===== src/rtl/proj_slot_scheduler_pkg.sv =====
// rtl/proj_slot_scheduler_pkg.sv - shared constants and state type for the projectile slot scheduler
//
// Purpose: single source for slot ids, slot count, screen geometry and the
// scheduler state encoding. Shared by the scheduler and anything else that
// talks about projectile slots.
// Ports: none (package).
package proj_slot_scheduler_pkg;

   localparam int         NUM_PROJ           = 3;
   localparam logic [1:0] SLOT_NONE          = 2'd0;

   // Screen geometry; a slot at or above DEF_TOP_Y has left the play field.
   localparam int         SCREEN_H           = 480;
   localparam logic [8:0] DEF_TOP_Y          = 9'd4;

   localparam int         DEF_COOLDOWN_TICKS = 8;
   localparam int         DEF_CD_W           = 4;

   typedef enum logic {
      ST_READY    = 1'b0,
      ST_COOLDOWN = 1'b1
   } sched_state_t;

endpackage


===== src/rtl/cooldown_timer.sv =====
// rtl/cooldown_timer.sv - loadable down-counter that counts movement ticks to zero
//
// Purpose: generic tick-based cooldown. Loaded with a value, counts down one
// per tick, holds at zero. Reusable for enemy fire-rate limiting.
// Ports:
//   clk       in  system clock
//   rst       in  asynchronous active-high reset (count -> 0)
//   load      in  load load_val this cycle (wins over tick)
//   load_val  in  W-bit reload value
//   tick      in  1-cycle decrement strobe
//   done      out count is zero, or reaches zero at this edge
module cooldown_timer #(
   parameter int W = 4
) (
   input  logic         clk,
   input  logic         rst,
   input  logic         load,
   input  logic [W-1:0] load_val,
   input  logic         tick,
   output logic         done
);

   logic [W-1:0] count;

   // done looks one edge ahead so the owner can leave cooldown on the same
   // edge that the counter lands on zero.
   assign done = (count == '0) || (tick && (count == W'(1)));

   always_ff @(posedge clk or posedge rst) begin
      if (rst) begin
         count <= '0;
      end else if (load) begin
         count <= load_val;
      end else if (tick && (count != '0)) begin
         count <= count - W'(1);
      end
   end

endmodule


===== src/rtl/proj_slot_scheduler.sv =====
// rtl/proj_slot_scheduler.sv - allocates, moves and retires the three player projectile slots
//
// Purpose: turns fire-button edges into slot spawns (with cooldown), retires
// slots on enemy hit or on reaching the top of the screen, and gates the
// per-tick movement of the projectile datapath.
// Ports:
//   clk, rst          clock; asynchronous active-high reset
//   pulse_projSpeed   1-cycle movement tick
//   shoot             debounced fire button (level)
//   projHit           collision unit hit strobe
//   collidedProj      hit slot id 1..3, 0 = none
//   proj1Y..proj3Y    current Y of each slot
//   slot_active       bit i = slot i+1 in flight
//   spawn/spawn_slot  1-cycle spawn strobe and slot id (0 when idle)
//   move_en           1-cycle step strobe for every active slot
//   retire            1-cycle per-slot park strobe
//   ready             cooldown expired and a slot is free
//   shots_fired       saturating spawn count
module proj_slot_scheduler
   import proj_slot_scheduler_pkg::*;
#(
   parameter int         COOLDOWN_TICKS = DEF_COOLDOWN_TICKS,
   parameter logic [8:0] TOP_Y          = DEF_TOP_Y,
   parameter int         CD_W           = DEF_CD_W
) (
   input  logic       clk,
   input  logic       rst,
   input  logic       pulse_projSpeed,
   input  logic       shoot,
   input  logic       projHit,
   input  logic [1:0] collidedProj,
   input  logic [8:0] proj1Y,
   input  logic [8:0] proj2Y,
   input  logic [8:0] proj3Y,
   output logic [2:0] slot_active,
   output logic       spawn,
   output logic [1:0] spawn_slot,
   output logic       move_en,
   output logic [2:0] retire,
   output logic       ready,
   output logic [7:0] shots_fired
);

   sched_state_t state;
   logic         shoot_q;
   logic         req;
   logic         full;
   logic         fire;
   logic         cd_done;
   logic [1:0]   alloc_id;
   logic [2:0]   alloc_mask;
   logic [2:0]   hit_mask;
   logic [2:0]   top_mask;
   logic [2:0]   retire_mask;

   cooldown_timer #(.W(CD_W)) u_cooldown (
      .clk      (clk),
      .rst      (rst),
      .load     (fire),
      .load_val (CD_W'(COOLDOWN_TICKS)),
      .tick     (pulse_projSpeed),
      .done     (cd_done)
   );

   always_comb begin
      req  = shoot & ~shoot_q;
      full = &slot_active;

      // Lowest-index free slot, taken from the pre-edge occupancy so a slot
      // freed this cycle only becomes allocatable next cycle.
      alloc_id   = SLOT_NONE;
      alloc_mask = 3'b000;
      if (!slot_active[0]) begin
         alloc_id   = 2'd1;
         alloc_mask = 3'b001;
      end else if (!slot_active[1]) begin
         alloc_id   = 2'd2;
         alloc_mask = 3'b010;
      end else if (!slot_active[2]) begin
         alloc_id   = 2'd3;
         alloc_mask = 3'b100;
      end

      fire = (state == ST_READY) && req && !full;

      // Hits on inactive slots (including the one being spawned) are ignored.
      hit_mask = 3'b000;
      if (projHit && (collidedProj != SLOT_NONE)) begin
         hit_mask[collidedProj - 2'd1] = 1'b1;
      end
      hit_mask = hit_mask & slot_active;

      top_mask = {3{pulse_projSpeed}} & slot_active &
                 {(proj3Y <= TOP_Y), (proj2Y <= TOP_Y), (proj1Y <= TOP_Y)};

      // OR-merge so a simultaneous hit and top-retire yield one pulse.
      retire_mask = hit_mask | top_mask;
   end

   always_ff @(posedge clk or posedge rst) begin
      if (rst) begin
         state       <= ST_READY;
         shoot_q     <= 1'b0;
         slot_active <= 3'b000;
         spawn       <= 1'b0;
         spawn_slot  <= SLOT_NONE;
         move_en     <= 1'b0;
         retire      <= 3'b000;
         ready       <= 1'b0;
         shots_fired <= 8'd0;
      end else begin
         shoot_q     <= shoot;
         spawn       <= fire;
         spawn_slot  <= fire ? alloc_id : SLOT_NONE;
         slot_active <= (slot_active & ~retire_mask) | (fire ? alloc_mask : 3'b000);
         retire      <= retire_mask;
         // Uses pre-edge occupancy: a slot spawned on this tick is not moved.
         move_en     <= pulse_projSpeed && (|slot_active);
         ready       <= (state == ST_READY) && !full;

         if (fire && (shots_fired != 8'hFF)) begin
            shots_fired <= shots_fired + 8'd1;
         end

         case (state)
            ST_READY: begin
               // A zero cooldown never leaves READY: one shot per edge.
               if (fire && (COOLDOWN_TICKS != 0)) begin
                  state <= ST_COOLDOWN;
               end
            end
            ST_COOLDOWN: begin
               if (cd_done) begin
                  state <= ST_READY;
               end
            end
            default: state <= ST_READY;
         endcase
      end
   end

endmodule


===== config.mk =====
export PLATFORM = sky130hd
export DESIGN_NAME = proj_slot_scheduler
export DESIGN_NICKNAME = d
export VERILOG_FILES = /design/src/rtl/proj_slot_scheduler_pkg.sv /design/src/rtl/cooldown_timer.sv /design/src/rtl/proj_slot_scheduler.sv
export SDC_FILE = /design/constraint.sdc
export NUM_CORES = 1
export LEC_CHECK = 0
export CORE_ASPECT_RATIO = 0.8
export CORE_MARGIN = 1
export CORE_UTILIZATION = 41
export DETAILED_ROUTE_END_ITERATION = 16
export PLACE_DENSITY = 0.84
export SYNTH_ARGS = -nofsm -noshare
export SYNTH_HDL_FRONTEND = slang
export SYNTH_SLANG_ARGS = --single-unit

===== constraint.sdc =====
create_clock -name clk -period 1.72 [get_ports clk]
set_clock_uncertainty 0.05 [all_clocks]
set_input_delay 0.344 -clock clk [delete_from_list [all_inputs] [get_ports clk]]
set_output_delay 0.344 -clock clk [all_outputs]
set_load 0.01 [all_outputs]

# Yosys cells after proc, flatten, opt, wreduce, memory -nomap -nowiden
# Cells that the tools add are included.
dict set report totals {
  ff_bits 25
  in_bits 34
  wordCells 63
}
dict set report op_classes {
  n_addsub 3
  n_lt_le_gt_ge 5
  eq_ne 2
  mux 16
  bitwise_logic 10
  n_reduce_logical 17
}
# cell n
set op_table {}
lappend op_table {{9-bit by 3-bit <= comparator with 1-bit output, second input constant} 3}
lappend op_table {{3-bit two-way mux} 5}
lappend op_table {{3-bit AND} 4}
lappend op_table {{1-bit logical AND} 9}
lappend op_table {{8-bit by 1-bit adder with 8-bit output, second input constant} 1}
lappend op_table {{2-bit two-way mux} 4}
lappend op_table {{4-bit two-way mux} 2}
lappend op_table {{8-bit != test, second input constant} 1}
lappend op_table {{3-bit bitwise OR} 2}
lappend op_table {{4-bit by 1-bit == test with 1-bit output, second input constant} 1}
lappend op_table {{4-bit zero test} 1}
lappend op_table {{2-bit nonzero test} 2}
lappend op_table {{4-bit nonzero test} 1}
lappend op_table {{4-bit by 1-bit subtractor with 4-bit output, second input constant} 1}
lappend op_table {{2-bit by 3-bit less-than comparator with 1-bit output, second input constant} 1}
lappend op_table {{1-bit two-way mux} 3}
lappend op_table {{3-bit inverter} 1}
lappend op_table {{3-bit AND reduction} 1}
lappend op_table {{3-bit OR reduction} 1}
lappend op_table {{1-bit demux with 2-bit select} 1}
lappend op_table {{2-bit by 1-bit greater-or-equal comparator with 1-bit output, second input constant} 1}
lappend op_table {{1-bit inverter} 2}
lappend op_table {{1-bit case mux with 2 select lines} 1}
lappend op_table {{2-bit by 1-bit subtractor with 2-bit output, second input constant} 1}
lappend op_table {{3 further kinds} 3}

# Longest topological paths before layout
# Gate-level depths: netlist of run 1.
dict set report logic_depth {
  ltp_word 11
  depth_mapped 6
}

# Modules after synthesis
# Synthesis of run 1 repeated with hierarchy kept, for this count alone.
dict set report hier_totals {
  hier_cells 119
  hier_area_um2 1257.5
}
# mod instances cells_per_inst area_each_um2
set modules_own_cells {}
lappend modules_own_cells {proj_slot_scheduler 1 88 979.7}
lappend modules_own_cells {cooldown_timer 1 31 277.8}

# Worst setup path before layout of run 1
# No wires, ideal clock.
dict set report synth_path {
  kind {register -> register}
  start {register slot_active[1]}
  end {register shots_fired[1]}
  t_arrival_ns 1.351
  required_time_ns 1.545
  slack_ns 0.194
  path_stages_with_launch 6
  synth_period_minus_slack_ns 1.526
  path_cell_list {dfrtp_1 -> and3_4 -> nand2b_2 -> clkinv_2 -> nand2_2 -> mux2_4}
}
dict set report synth_via {
  elab_chain_len 4
}
# element line_no
set synth_rtl {}
lappend synth_rtl {{from (decl)} proj_slot_scheduler.sv:35} ;# output logic [2:0] slot_active,
lappend synth_rtl {{from (signal assigned)} proj_slot_scheduler.sv:115} ;# slot_active <= (slot_active & ~retire_mask) | (fire ? alloc_mask : 3'b000);
lappend synth_rtl {{3-bit AND reduction} proj_slot_scheduler.sv:67} ;# full = &slot_active;
lappend synth_rtl {{1-bit zero test} proj_slot_scheduler.sv:84} ;# fire = (state == ST_READY) && req && !full;
lappend synth_rtl {{1-bit logical AND} proj_slot_scheduler.sv:84}
lappend synth_rtl {{named net fire} proj_slot_scheduler.sv:48} ;# logic fire;
lappend synth_rtl {{1-bit logical AND} proj_slot_scheduler.sv:121} ;# if (fire && (shots_fired != 8'hFF)) begin
lappend synth_rtl {{to (signal assigned)} proj_slot_scheduler.sv:122} ;# shots_fired <= shots_fired + 8'd1;
lappend synth_rtl {{to (decl)} proj_slot_scheduler.sv:41} ;# output logic [7:0] shots_fired
# The timed path passes the listed nets, and every way through them passes these cells.
# A chain may end at the register's enable or synchronous reset.

# Worst setup path after layout of run 1
dict set report layout_path {
  start {register shots_fired[4]}
  end {output port shots_fired[4]}
}
# No word-level cell between the ends.

==> results.md, run 1 <==
Detailed routing:
- Detailed routing inserted a total of 1,125 vias.
- The post-detailed-route via-to-cell ratio is 5.11.
- The number of design rule violations left after detail routing is 0.
- In the final routed layout, each cell accounts on average for 13.7 um.
- The first detailed-routing pass took 4 iterations.
- The detailed router finished its first iteration with 74 violations.
- The final routed wirelength across all metal layers is 3.01 mm.
- The number of antenna-violating nets in the routed design is 0.

Timing:
- Measured against its own limit, the worst slew margin works out to 0.726.
- The portion of the clock cycle consumed by the worst path in the final layout is 0.963.
- The sum of negative setup slack is 0 ns.
- The achievable clock frequency is 0.604 GHz.
- The total count of max-transition violations in the final report was 0.
- Setup slack closes at 0.0644 ns.
- The number of hold-slack violations in the final timing report is 0.
- The routed design could run at a clock period as short as 1.66 ns.
- The count of endpoints failing setup in the final report is 0.
- At the pin with the least slew margin, the transition time is 0.406 ns.

Critical path:
- At the worst endpoint, the required time is 1.33 ns.
- The startpoint-to-endpoint class of the critical path is flip-flop to output pin.
- The worst path arrival time is 1.26 ns.
- STA classifies the critical path endpoint as an output pin.
- Among all stages on the critical path, the largest delay is contributed by clkdlybuf4s50_1.
- The startpoint type of the worst setup path is a flip-flop.
- Counting both buffers and inverters, the worst setup path holds a total of 1.
- The maximum fanout along the worst path is 2.
- The cell family contributing the most delay on the critical path is buffers and inverters.
- In this design, the stage delay of the slowest critical-path cell is 0.54 ns.
- The critical path goes through clkdlybuf4s50_1.

Clocking:
- TritonCTS built the clock tree.
- Clock tree synthesis found a total of 25 sinks.
- Clock-pin slew was measured on the worst setup and hold paths at 0.14 ns.
- The clock reaches the later pin of the worst-skew pair after 0.32 ns.
- The maximum root-to-sink buffer count is 2.
- The number of H-tree branching levels is 1.
- The cell sitting at the root of the clock tree is a clkbuf_4.
- The number of buffers created by CTS is 3.

Yosys:
- Counting instances in the post-synthesis netlist gives the leading cell types as dfrtp_1 (25), nand2_1 (8), a31oi_1 (6), nor2_1 (6).
- The area of the mapped netlist is 0.00119 sq mm.
- In this run, synthesis inferred 0 flip-flops with an integrated enable.
- For this run, the number of Yosys warnings is 0.
- The most instantiated library cell after synthesis is dfrtp_1.
- Of the post-synthesis cell area, the dominant cell type holds 0.525.
- The number of nets in the synthesized netlist is 148.
- The gate count of the mapped netlist is 110.
- The mean post-synth cell area is 10.8 sq um.
- For this run, asynchronously set or reset flops after synthesis account for 1.00.
- Summed over all instances, the cell type with the most area after synthesis is dfrtp_1.
- Synthesis inferred 25 register bits.
- The sequential fraction of the synthesis area is 0.525.
- Synthesis instantiated 35 different standard cells from the library.
- Sorting the synthesized cells by area gives the leading types as dfrtp_1 (53%), ha_1 (4.2%), a31oi_1 (3.2%).
- Among all flip-flop cells after synthesis, the most frequent one is dfrtp_1.

Power and ir drop:
- IR analysis of the VDD net gives a maximum drop of 0.758 mV.
- The internal power of the cells totals 0.00149 W.
- In this run the power spent charging and discharging nets is 0.000815 W.
- The part of the power in combinational logic is 0.470.
- The power after layout is 0.00230 W.
- The leakage power figure is 0.877 nW.
- Of the total power, the share spent switching nets is 0.354.
- Of the total power, the clock network draws 0.114.
- The power per unit of standard cell area is 1200 mW/mm^2.
- The power share of the sequential group is 0.416.

Placed design:
- The post-placement worst setup slack is -0.217 ns.
- The number of placed instances, taps included, is 208.
- The placed wire-length estimate is 2.29 mm.
- The post-placement cell area is 0.00182 sq mm.
- Port buffering added 52 buffers.
- The congestion estimate from routability-driven global placement came to 0.891.

Floorplanning:
- The floorplan step set the die width to 62.3 um.
- The die is 50.2 um tall.
- The number of rows created at floorplan is 17.
- After floorplanning, the core was sized to cover 0.00277 sq mm.
- The initial utilization of the core area, before any placement, comes to 0.431.
- The area of the die is 0.00313 sq mm.
- The number of top-level design ports is 53.

Finish:
- The non-filler instance count after layout is 220.
- Summing all non-filler instances in the final layout gives an area of 0.00192 sq mm.
- The number of antenna diodes in the final layout is 0.
- Compared with the post-synthesis result, the final layout area differs by 61.3%.
- The number of nets at the end of the flow is 221.
- The layout cell share with drive strength beyond 1 is 0.176.
- The number of fillers in the final layout is 210.

Status:
- The flow ran to the end, and the final reports show no timing, DRC or antenna violations.

Global routing:
- The total overflow reported by the global router is 0.
- The initial antenna violation count is 0.
- Entering global routing, the biggest net connects 26 pins.
- Across every metal layer, demand over resource in global routing totals 0.202.
- The via count of the first global-routing pass is 1,182.
- The first global-routing pass estimated 4.87 mm of wire.

Min path:
- The min-delay analysis places its worst path in the category input port to asynchronous set/reset pin.

Flow run:
- The tool flagged a number of max-cap violations equal to 0.
-- worst paths after layout --
check / cells after the start / start / endpoint / slack (ns)
min: 3 / rst / shots_fired[6] / 0.30
min in group clk: 1 / shoot / shoot_q / 0.43
min reg2reg: 1 / shots_fired[0] / shots_fired[0] / 0.49
max: 1 / shots_fired[4] / shots_fired[4] / 0.06
max reg2reg: 5 / shots_fired[1] / shots_fired[1] / 0.07
max in group asynchronous: 3 / rst / state / 1.06
-- final cells by class --
cell class	count	area, sq um	share of cell area
timing repair buffer	68	649	0.338
clock buffer	3	22.5	0.0117
clock inverter	1	7.51	0.00391
sequential	25	629	0.327
inverter	5	20.0	0.0104
multi-input combinational	80	546	0.284
tap	38	47.5	0.0247
-- state kept, by name, indices dropped and copies added, names as in the netlist --
signal,cells
shots_fired,8
retire,3
ready,1
spawn,1
shoot_q,1
move_en,1
slot_active,3
u_cooldown.count,4
spawn_slot,2
state,1
-- power groups by stage --
stage	Sequential [W]	Combinational, W	Clock, W
5_1_grt	0.000978	0.00119	0.000292
4_1_cts	0.000953	0.00104	0.000270
3_5_place_dp	0.00102	0.000923	0
6_report	0.000957	0.00108	0.000263
3_3_place_gp	0.00100	0.000886	0
2_1_floorplan	0.00103	0.000401	0
-- cell usage in the layout, fill, tap and decap left out, types with 4 or more instances in the layout --
cell type,instances
nor2_1,6
nand2_1,8
inv_1,4
buf_4,16
ha_1,4
nor3_1,5
dfrtp_1,22
a21oi_1,5
dlymetal6s2s_1,4
clkdlybuf4s50_1,47
xnor2_1,4
o21ai_0,5
a31oi_1,6
-- per-stage QoR --
stage / hold WS, ns / utilization
floorplan: 0.321 / -
global route: 0.344 / 0.695
detailed placement: 0.459 / 0.658
global placement: 0.439 / 0.658
finish: 0.296 / 0.695
CTS: 0.310 / 0.683
-- what timing repair did --
item | CTS | global route
setup endpoints to repair | 6 | 7
buffers inserted | 5 | 3
gates resized for setup | 4 | 5
hold buffers | 0 | 0
-- cell families (layout without fill, tap and decap cells) --
kind of cell,Yosys count,in the layout,share of synthesized area
buf+inv,5,77,0.0168
simple gates,44,44,0.225
flops,25,25,0.525
fa+ha+maj,4,4,0.0420
xor+xnor,7,7,0.0515
mux,1,1,0.0126
compound gates,24,24,0.127
-- per-layer routing --
metal | track usage | vias to the layer above | wire [um]
met5 | 0 | - | 0
met4 | 0.0543 | 0 | 9
li1 | - | 543 | -
met3 | 0.0636 | 2 | 125
met2 | 0.381 | 24 | 1640
met1 | 0.219 | 556 | 1230
Note: power is estimated with default switching activity, not from simulation.
==> run 2: changes to the inputs <==
Settings changed: CTS_BUF_LIST set to sky130_fd_sc_hd__clkbuf_8 sky130_fd_sc_hd__clkbuf_16, CTS_CLUSTER_SIZE set to 10.
Clock period 1.72 ns to 1.65 ns, I/O delays scaled along.
==> run 2 against run 1 <==
  * Cell area is 2.5% higher
  * Sequential share of layout area is 0.73 points lower
  * Sequential cell count stayed put
  * Critical endpoint is now shots_fired[7]
  * Register-to-register slack worse by 0.04 ns
  * Largest cell class unchanged
  * Utilization is 1.7 points higher
  * Routed wire length is 10% higher
==> results.md, run 2 (same netlist as run 1, synthesis figures left out) <==
Status:
- The flow ran to the end, and the final reports show no timing, DRC or antenna violations.

Power and ir drop:
- The power share of the clock group is 0.143 (+0.029).
- The power share of the sequential group is 0.396 (-0.020).
- The maximum VDD drop came to 0.939 mV (+24%).
- The leakage power figure came to 0.857 nW (-2.3%).
- The internal portion of total power is 0.00169 W (+14%).
- The net load switching power is 0.000897 W (+10%).
- The power per unit of standard cell area is 1310 mW/mm^2 (+9.7%).
- The part of the power in combinational logic is 0.461 (-0.009).
- The switching share of power was 0.346 (-0.00731).
- The power after layout is 0.00259 W (+12%).

Critical path:
- The startpoint type of the worst setup path is a flip-flop.
- The data required time at the worst endpoint is 1.75 ns (+0.42 ns).
- The maximum fanout along the worst path came to 5 (+3).
- The endpoint class of the critical path is a flip-flop.
- By startpoint and endpoint, the worst setup path is classified as flip-flop to flip-flop.
- The worst path arrival time is 1.73 ns (+0.47 ns).

Finish:
- The count of inserted antenna diode cells was 0 (unchanged).
- The layout cell share with drive strength beyond 1 is 0.204 (+0.0285).
- The area added between synthesis and finish is 65.3%.
- The non-filler instance count after layout came to 224 (+1.8%).
- More flip-flops sit in one register than any other, and that register is shots_fired.
- The library cell used most frequently in the layout, excluding fill and tap cells, is clkdlybuf4s50_1.
- The top cell types in the final layout, fill and taps aside, are clkdlybuf4s50_1 (50), dfrtp_1 (21), buf_4 (20).
- The number of nets at the end of the flow is 225 (+1.8%).
- The largest registers in the layout are shots_fired: 8 flops, u_cooldown.count: 4 flops.
- The flip-flop count of the largest register after layout is 8 (unchanged).

Timing:
- The worst path needs 1.62 ns of the cycle, external delays included.
- The actual transition at the worst max-transition pin is 0.384 ns (-0.0227 ns).
- The achievable clock frequency is 0.616 GHz.
- The sum of negative setup slack is 0 ns (unchanged).
- The normalized max-slew margin is 0.741 (+0.0153).
- Dividing the final minimum period by the clock period gives 0.984.
- The number of hold-slack violations in the final timing report was 0 (unchanged).
- The total count of max-transition violations in the final report is 0 (unchanged).
- The count of endpoints failing setup in the final report was 0 (unchanged).

Global routing:
- The total overflow reported by the global router is 0 (unchanged).
- The largest net degree at the start of global routing was 26 (unchanged).
- The wire length of the first global-routing pass is 4.75 mm (-2.5%).
- The initial antenna violation count is 0 (unchanged).
- The via count of the first global-routing pass came to 1,083 (-8.4%).
- The overall fraction of global-route tracks in use is 0.200 (-0.00192).

Detailed routing:
- The number of design rule violations left after detail routing is 0 (unchanged).
- The final routed wirelength across all metal layers was 3.32 mm (+10%).
- The number of antenna-violating nets in the routed design is 0 (unchanged).
- The post-detailed-route via-to-cell ratio is 5.04 (-1.5%).
- The first-pass detailed-route iteration total was 4 (unchanged).
- The overall via count from detail_route is 1,128 (+0.27%).
- The detail-routed net length per standard cell is 14.8 um (+8.5%).
- The initial DRC count is 49 (-34%).

Placed design:
- The total instance count after detailed placement is 209 (+0.48%).
- The global placer's final weighted congestion is 0.887 (-0.44%).
- The placed wire-length estimate was 2.30 mm (+0.24%).
- The number of input and output port buffers inserted came to 52 (unchanged).

Floorplanning:
- The width of the die is 62.3 um (unchanged).
- The initial core utilization is 0.431 (unchanged).
- The height of the chip is 50.2 um (unchanged).
- The area of the core came to 0.00277 sq mm (unchanged).
- The number of rows created at floorplan came to 17 (unchanged).
- The number of top-level design ports is 53 (unchanged).
- The area of the die was 0.00313 sq mm (unchanged).

Flow run:
- The number of maximum-capacitance constraint violations came to 0 (unchanged).

Clocking:
- The number of buffers created by CTS came to 3 (unchanged).
- The count of hold buffers inserted by post-cts repair was 0 (unchanged).
- The maximum root-to-sink buffer count came to 2 (unchanged).
- The count of clock tree sinks is 25 (unchanged).
- The clock-pin slew of the registers on the worst-case setup and hold paths is 0.09 ns (-0.05 ns).
- CTS placed an instance of clkbuf_8 at the clock tree root.
- The number of H-tree branching levels is 1 (unchanged).
- TritonCTS built the clock tree.
- The latest clock arrival within the worst-skew pair was 0.27 ns (-0.05 ns).

Min path:
- The worst hold path class is input port to flip-flop.
[run 2: changes by cell type in the layout (fill, tap and decap cells not counted), moves of 3 or more]
cell | previous run | this run
clkbuf_4 | 3 | 0
clkbuf_8 | 0 | 3
buf_4 | 16 | 20
clkdlybuf4s50_1 | 47 | 50
dlymetal6s2s_1 | 4 | 1
[run 2: path summary, 6_finish.rpt]
| path | cells past startpoint | start | end | slack, ns |
|---|---|---|---|---|
| setup / recovery | 4 | state | shots_fired[7] | 0.03 |
| hold / removal | 1 | shoot | shoot_q | 0.16 |
| setup reg to reg | 4 | state | shots_fired[7] | 0.03 |
| hold reg to reg | 1 | state | ready | 0.48 |
| max in group asynchronous | 3 | rst | slot_active[0] | 0.94 |
| min in group asynchronous | 3 | rst | shots_fired[7] | 0.35 |
[run 2: critical path, stage by stage (launching register included)]
cell	delay (ns)
dfrtp_1	0.43
or3b_4	0.42
nor3_4	0.28
and3_2	0.23
a31oi_1	0.10
[run 2: timing repair]
item                                    in CTS  in global routing
pin swaps                                    0                  3
hold endpoints to repair                     0                  0
endpoints found under the setup margin       6                 10
gates resized for setup                      5                  2
buffers inserted                             3                  8
[run 2: final cells by class]
cell class	instances	area [sq um]
fillers	192	796
repair buffers	72	672
flip-flops and latches	25	631
multi-input cells	80	551
well taps	38	47.5
clock buffers	3	41.3
inverters	5	20.0
clock inverters	1	7.51
[run 2: power groups by stage]
| stage | Clock (W) | Combinational, W | Sequential (W) |
|---|---|---|---|
| finish | 0.000370 | 0.00119 | 0.00102 |
| global placement | 0 | 0.000931 | 0.00104 |
| global route | 0.000400 | 0.00128 | 0.00105 |
| CTS | 0.000378 | 0.00103 | 0.00102 |
| floorplan | 0 | 0.000418 | 0.00107 |
| detailed placement | 0 | 0.000966 | 0.00106 |
[run 2: stage by stage]
step	cell area, sq um	utilization	setup slack [ns]	hold slack [ns]
finish	1970	0.712	0.0260	0.159
global route	1970	0.712	-0.0337	0.159
CTS	1900	0.688	0.00552	0.351
detailed placement	1830	0.661	-0.265	0.454
global placement	1830	0.661	-0.219	0.441
floorplan	1190	-	0.124	0.307
[run 2: metal layers]
metal | up-vias | track usage | share of wire
met5 | - | 0 | 0
met4 | 0 | 0.0581 | 0.0093
met3 | 4 | 0.0409 | 0.033
met2 | 22 | 0.366 | 0.55
met1 | 552 | 0.239 | 0.41
li1 | 550 | - | -
